[src/rtl/hyper_pkg.sv]
// Shared constants for the memory arbiter: FSM encoding, requester IDs, access record.
// Purely declarative; no timing or flow-control behaviour lives here.
package hyper_pkg;

   typedef enum logic [1:0] {
      ST_IDLE = 2'd0,
      ST_WAIT = 2'd1,
      ST_RESP = 2'd2
   } state_t;

   localparam logic REQ_FETCH = 1'b0;
   localparam logic REQ_DATA  = 1'b1;

   typedef struct packed {
      logic owner;
      logic we;
   } acc_t;

endpackage

[src/rtl/rr_arbiter2.sv]
// Two-way round-robin picker: combinational grant, remembers the last winner on update.
// No backpressure; a lone requester always wins, ties go to the one not granted last.
module rr_arbiter2
   import hyper_pkg::*;
(
   input  logic       clk,
   input  logic       rst_n,
   input  logic [1:0] req,
   input  logic       update,
   output logic [1:0] gnt
);

   logic last_q;
   logic last_d;

   always_comb begin
      gnt    = req;
      last_d = last_q;
      if (req == 2'b11) begin
         gnt = (last_q == REQ_DATA) ? 2'b01 : 2'b10;
      end
      if (update && (gnt != 2'b00)) begin
         last_d = gnt[REQ_DATA];
      end
   end

   // Reset to DATA so fetch wins the first conflict.
   always_ff @(posedge clk or negedge rst_n) begin
      if (!rst_n) begin
         last_q <= REQ_DATA;
      end else begin
         last_q <= last_d;
      end
   end

endmodule

[src/rtl/mem_arbiter.sv]
// Single-port memory arbiter between fetch and data requesters; one access in flight.
// Grant-to-rvalid = LATENCY cycles, period LATENCY+1; requests held while busy.
module mem_arbiter
   import hyper_pkg::*;
#(
   parameter int DATA_WIDTH = 16,
   parameter int LATENCY    = 1
) (
   input  logic                  clk,
   input  logic                  rst,
   input  logic                  i_req,
   input  logic [DATA_WIDTH-1:0] i_addr,
   output logic                  i_gnt,
   output logic                  i_rvalid,
   output logic [DATA_WIDTH-1:0] i_rdata,
   input  logic                  d_req,
   input  logic                  d_we,
   input  logic [DATA_WIDTH-1:0] d_addr,
   input  logic [DATA_WIDTH-1:0] d_wdata,
   output logic                  d_gnt,
   output logic                  d_rvalid,
   output logic [DATA_WIDTH-1:0] d_rdata,
   output logic                  mem_en,
   output logic                  mem_we,
   output logic [DATA_WIDTH-1:0] mem_addr,
   output logic [DATA_WIDTH-1:0] mem_wdata,
   input  logic [DATA_WIDTH-1:0] mem_rdata
);

   localparam int CW = 2;

   state_t        state_q, state_d;
   logic [CW-1:0] cnt_q, cnt_d;
   acc_t          acc_q, acc_d;
   logic [1:0]    arb_req;
   logic [1:0]    arb_gnt;
   logic          grant;

   // Requests are only visible to the arbiter while idle, so busy-time requests stay pending.
   assign arb_req = (state_q == ST_IDLE) ? {d_req, i_req} : 2'b00;
   assign grant   = |arb_gnt;

   rr_arbiter2 u_rr (
      .clk    (clk),
      .rst_n  (rst),
      .req    (arb_req),
      .update (grant),
      .gnt    (arb_gnt)
   );

   always_comb begin
      state_d = state_q;
      cnt_d   = cnt_q;
      acc_d   = acc_q;
      case (state_q)
         ST_IDLE: begin
            if (grant) begin
               acc_d.owner = arb_gnt[REQ_DATA];
               acc_d.we    = arb_gnt[REQ_DATA] & d_we;
               if (LATENCY > 1) begin
                  state_d = ST_WAIT;
                  cnt_d   = CW'(LATENCY - 2);
               end else begin
                  state_d = ST_RESP;
               end
            end
         end
         ST_WAIT: begin
            if (cnt_q == '0) begin
               state_d = ST_RESP;
            end else begin
               cnt_d = cnt_q - CW'(1);
            end
         end
         ST_RESP: state_d = ST_IDLE;
         default: state_d = ST_IDLE;
      endcase
   end

   // Outputs are forced low while reset is asserted, including the combinational grant path.
   always_comb begin
      i_gnt     = 1'b0;
      d_gnt     = 1'b0;
      i_rvalid  = 1'b0;
      d_rvalid  = 1'b0;
      i_rdata   = '0;
      d_rdata   = '0;
      mem_en    = 1'b0;
      mem_we    = 1'b0;
      mem_addr  = '0;
      mem_wdata = '0;
      if (rst) begin
         if ((state_q == ST_IDLE) && grant) begin
            i_gnt  = arb_gnt[REQ_FETCH];
            d_gnt  = arb_gnt[REQ_DATA];
            mem_en = 1'b1;
            if (arb_gnt[REQ_DATA]) begin
               mem_we    = d_we;
               mem_addr  = d_addr;
               mem_wdata = d_wdata;
            end else begin
               mem_addr  = i_addr;
            end
         end
         if (state_q == ST_RESP) begin
            if (acc_q.owner == REQ_DATA) begin
               d_rvalid = 1'b1;
               d_rdata  = acc_q.we ? '0 : mem_rdata;
            end else begin
               i_rvalid = 1'b1;
               i_rdata  = mem_rdata;
            end
         end
      end
   end

   always_ff @(posedge clk or negedge rst) begin
      if (!rst) begin
         state_q <= ST_IDLE;
         cnt_q   <= '0;
         acc_q   <= '{owner: REQ_FETCH, we: 1'b0};
      end else begin
         state_q <= state_d;
         cnt_q   <= cnt_d;
         acc_q   <= acc_d;
      end
   end

endmodule

[config.mk]
export PLATFORM = sky130hd
export DESIGN_NAME = mem_arbiter
export DESIGN_NICKNAME = d
export VERILOG_FILES = /design/src/rtl/hyper_pkg.sv /design/src/rtl/rr_arbiter2.sv /design/src/rtl/mem_arbiter.sv
export SDC_FILE = /design/constraint.sdc
export NUM_CORES = 1
export LEC_CHECK = 0
export ABC_AREA = 1
export CORE_MARGIN = 8
export CORE_UTILIZATION = 24
export CTS_CLUSTER_SIZE = 20
export DETAILED_ROUTE_END_ITERATION = 10
export PLACE_DENSITY = 0.83
export SLEW_MARGIN = 0
export SYNTH_ARGS = -nofsm -noshare
export SYNTH_HDL_FRONTEND = slang
export SYNTH_SLANG_ARGS = --single-unit
[constraint.sdc]
create_clock -name clk -period 1.6 [get_ports clk]
set_clock_uncertainty 0.1 [all_clocks]
set_input_delay 0.24 -clock clk [delete_from_list [all_inputs] [get_ports clk]]
set_output_delay 0.24 -clock clk [all_outputs]
set_load 0.03 [all_outputs]
---- Word level (Yosys, flattened, before mapping) ----
Index checks and enable logic that the tools add are counted.
cells by class
  multiplexer cells ....................... 34
  equality and inequality tests ........... 5
  add/subtract/negate cells ............... 1
  reduce and logical (&&, ||, !) cells .... 9
  bitwise operators ....................... 2
operators with widths
  cell                 count
  $mux 16              13
  $mux 1               15
  $mux 2               5
  $reduce_and 2->1     3
  $eq 2x2->1 const B   2
  $logic_not 2->1      2
  $ne 2x2->1 const B   2
  $pmux 2 s2           1
  $eq 2x1->1 const B   1
  $logic_and 1x1->1    2
  $reduce_bool 2->1    1
  $reduce_or 2->1      1
  $sub 2x1->2 const B  1
  $and 1x1->1          1
  $not 1->1            1
storage, ports and cells
  register bits after elaboration ......... 7
  logic and storage cells ................. 56
  output and inout port bits .............. 70
  bits of input ports ..................... 69

---- Longest topological paths before layout ----
  word-level depth ........................ 8
  mapped depth ............................ 6
  mapped depth without buffers ............ 5

---- Hierarchy ----
From an unflattened synthesis, not the netlist that was laid out.
unflattened totals
  cell total of the unflattened synthesis .. 225
  area, all modules ....................... 1,044.8 um^2
modules (own cells, without submodules)
  module       area each (um^2)  cells each  instances  seq. area each (um^2)
  mem_arbiter  983.4             217         1          75.1
  rr_arbiter2  61.3              8           1          26.3

---- Worst setup path before layout ----
Ideal clock, no wire load.
  path kind ............................... register -> output
  start ................................... reg state_q[1]
  end ..................................... out mem_addr[10]
  stages on the path, launching flop included .. 7
  data arrival time ....................... 1.352 ns
  slack ................................... -0.092 ns
  buffers on the path ..................... 1
  required time ........................... 1.260 ns
  path through ............................ dfrtp_1 -> inv_2 -> o21ai_2 -> nor2_8 -> buf_6 -> nand2_1 -> nor2_1
between the ends
  longest elaborated chain between the ends .. 8
  elaborated cells between the ends (all ways) .. 9
  classes of those cells .................. eq/ne: 1; mux: 5; reduce/logical: 3
ends and longest elaborated chain
  what                      line                                  source
  start: declaration        mem_arbiter.sv:32                     state_t state_q, state_d;
  start signal: assignment  mem_arbiter.sv:123                    state_q <= state_d;
  $logic_not 2->1 (*)       mem_arbiter.sv:40, mem_arbiter.sv:93
  $mux 2                    mem_arbiter.sv:40                     assign arb_req = (state_q == ST_IDLE) ? {d_req, i_req} : 2'b00;
  $eq 2x2->1                rr_arbiter2.sv:19                     if (req == 2'b11) begin
  $mux 2                    rr_arbiter2.sv:19
  $reduce_or 2->1           mem_arbiter.sv:41                     assign grant = |arb_gnt;
  $logic_and 1x1->1         mem_arbiter.sv:93                     if ((state_q == ST_IDLE) && grant) begin
  $mux 16 (*)               mem_arbiter.sv:93
  $mux 16 (*)               mem_arbiter.sv:92                     if (rst) begin
  end: declaration          mem_arbiter.sv:25                     output logic [DATA_WIDTH-1:0] mem_addr,
Mark *: on every way between the ends. The rest lies on a longest branch, timed or not.

---- Worst setup path in the final report ----
  start ................................... reg u_rr.last_q
  end ..................................... out mem_addr[11]
between the ends
  longest elaborated chain between the ends .. 6
  elaborated cells between the ends (all ways) .. 7
  classes of those cells .................. mux: 5; reduce/logical: 2
ends and longest elaborated chain
  what                      line               source
  start: declaration        rr_arbiter2.sv:13  logic last_q;
  start signal: assignment  rr_arbiter2.sv:32  last_q <= last_d;
  $mux 2 (*)                rr_arbiter2.sv:20  gnt = (last_q == REQ_DATA) ? 2'b01 : 2'b10;
  $mux 2 (*)                rr_arbiter2.sv:19
  $reduce_or 2->1           mem_arbiter.sv:41
  $logic_and 1x1->1         mem_arbiter.sv:93
  $mux 16 (*)               mem_arbiter.sv:93
  $mux 16 (*)               mem_arbiter.sv:92
Marked as above.

==> impl_results.md <==
* R2R Path Start: u_rr.last_q
* GPL Wtd Cong at 0.793
* Fill count at 247
* Dpl ws at -305 ps
* Area Growth Syn to Fin at 206%
* Leading post-synthesis cells by cell area: nor2_1 29%, nand2_1 20%, inv_1 15%
* Achievable Freq at 523 MHz
* Leading area contributor after synthesis: nor2_1
* Met3 Use GR at 7.74%
* Top-area cell type share of the netlist area at 28.9%
* Finished Layout Cells at 397
* Reg-to-Reg End: acc_q[0]
* Synthesized Nets at 265
* RSZ-0062 raised after global routing: yes
* Final Max Tran Viols at 0
* WS Path Type: flop to primary output
* Vias per cell at 4.43
* Crit start category: flop
* Synth cell count leaders: 72 x nor2_1, 50 x nand2_1, 37 x inv_1, 10 x nor2_2, 4 x buf_2
* Crit path DAT at 1570 ps
* P_sw at 641 uW
* DR WL/cell at 15.4 um
* Synth Instances at 196
* Antenna violations before repair at 0
* Worst vdd ir at 250 uV
* Vias in the first global route at 1,709
* Worst setup margin at -310 ps
* Die width at 78.4 um
* Die ar. at 6150 um2
* CP Buf/Inv Count at 3
* WL final at 6.10 mm
* Die height at 78.4 um
* Largest net degree at the start of global routing at 19
* Grt peak-use layer: met2
* Clk slew on worst S/H paths at 30 ps
* Power density over the cells at 496 nW/um2
* Hold Vio Cnt, Final at 0
* Met2 GRT Util at 30.5%
* Clk buf depth at 2
* CP top delay family: flip-flops
* Synth Area per Inst at 4.77 um2
* Element type at the critical path end: primary output
* Post-route minimum period at 1910 ps
* Residual DRC at 0
* Period utilisation layout at 119%
* Dpl cell area at 2340 um2
* Total gr overflow at 0
* TritonRoute pass-1 iters at 4
* Critical-path top delay cell: dfstp_2
* Synth async-reset ratio at 100%
* IO Pins at 139
* Clk pwr share at 16.1%
* Switch share at 45.0%
* R2R cell count at 7
* Relative slew slack at 77.3%
* CTS tree: yes
* Top_reg_cell synth: dfrtp_1
* Core area at 3720 um2
* Register area share after synthesis at 10.8%
* DP Cell Count at 382
* Design Area, Final at 2870 um2
* CP cell instances: nand2_2 -> nand3_4 -> buf_12 -> buf_12 -> nand2_1 -> nand2_1 -> nor2_2 -> buf_6
* GR Layer Usage met1 at 17.2%
* Site row count at 22
* TritonCTS Buffers at 3
* Type of the most critical hold path: input port to asynchronous set/reset pin
* Post-synth EDFFs at 0
* Port buffer count at 138
* Layout net count at 419
* Worst-Skew Late Latency at 220 ps
* Setup violators final at 51
* Initial DRC count at 93
* Crit path largest cell delay at 540 ps
* Seq pwr share at 9.5%
* Yosys reg bits at 4
* Synth cell types at 19
* CTS Root Cell: clkbuf_8
* Yosys warns at 0
* R2R setup slack at 180 ps
* Gr usage total at 17.2%
* Max H-tree Level at 1
* Cell with the most instances after synthesis: nor2_1
* Global-route wire length before repair at 8.56 mm
* Final Hold Slack at 165 ps
* Worst path required time at 1260 ps
* Cell-internal power at 782 uW
* Cell Area, Synth at 936 um2
* Failing checks: negative setup slack
* Antenna Nets Post-Route at 0
* Slew @ Worst Pin at 339 ps
* Maxcap violations at 0
* # diodes at 0
* Power share of the combinational group at 74.4%
* DP Wirelength at 4.12 mm
* Leakage at 1.42 nW
* Crit Path Max Fanout at 8
* Starting density of the core at 25.2%
* Via count at 1,757
* Clk sinks at 4
* Layout cells sized above 1 at 50.1%
* Outcome: complete, but fails checks
## cell families after synthesis
family / count (synthesis) / synth area share [%]
and+or+nand+nor: 138 / 63.1
AOI/OAI and AO/OA: 5 / 3.07
buffers and inverters: 49 / 23.0
DFF: 4 / 10.8
## stage by stage
step	TNS [ps]	util, %	power (mW)
finish	-10380	77.1	1.42
detailed placement	-16680	63.0	0.978
floorplan	-1210	-	0.586
global route	-14350	77.1	1.50
global placement	-14510	63.0	0.968
CTS	-8630	73.3	1.37
## worst max-delay path by stage
stage,from,end,slack [ps],cells after the start
floorplan,acc_q[1],d_rdata[10],-80,5
global placement,d_req,mem_we,-270,6
detailed placement,d_req,mem_addr[6],-310,6
CTS,u_rr.last_q,mem_addr[1],-210,8
global route,u_rr.last_q,mem_addr[11],-360,8
finish,u_rr.last_q,mem_addr[11],-310,8
## layer usage
layer,wire length [um],vias to the layer above
met5,0,-
met4,225,0
met3,676,18
met2,3010,109
met1,2190,768
li1,-,862
## power groups by stage
stage | combinational [mW] | sequential (mW) | clock, mW
6_report | 1.06 | 0.135 | 0.229
5_1_grt | 1.12 | 0.137 | 0.244
4_1_cts | 1.00 | 0.133 | 0.231
3_5_place_dp | 0.846 | 0.132 | 0
3_3_place_gp | 0.837 | 0.130 | 0
2_1_floorplan | 0.457 | 0.129 | 0
## placed cells by master (no fill, tap or decap)
master           Yosys  final
clkbuf_8             0      3
nand2_4              0      1
dfrtp_1              3      3
inv_1               37     36
nand3_1              2      2
inv_2                3      2
nor2_1              72     29
nor2_8               1      1
nand2_1             50     30
dlygate4sd3_1        0      1
clkdlybuf4s50_1      0     65
nor3_4               1      1
o21ai_4              0      1
nand3_4              1      1
a21oi_1              1      1
clkbuf_1             1      1
nand2_2              1     20
buf_4                1     39
clkbuf_16            0      1
buf_12               0      6
nor2_2              10     35
dlygate4sd2_1        0      3
dfstp_2              1      1
nor2_4               0     20
buf_6                3     40
buf_16               0      1
inv_4                0      2
o21ai_0              3      3
## registers in the layout, indices dropped and copies added, names as in the netlist
register / flops
u_rr.last_q: 1
state_q: 1
acc_q: 2
## final cells by class
type                            count  area (um2)  area share [%]
Clock buffer                        4        45.0            1.57
Inverter                           40         155            5.41
Multi-Input combinational cell    145         902            31.5
Sequential cell                     4         101            3.54
Tap cell                           48        60.1            2.10
Timing Repair Buffer              156        1600            55.9
## what timing repair did
item	in CTS	in global routing
endpoints found under the hold margin	3	0
buffers inserted	5	2
pin swaps	12	8
setup endpoints to repair	70	70
cloned	4	1
hold buffers	1	0
gates resized for setup	61	35
(Power assumes the default switching activity.)
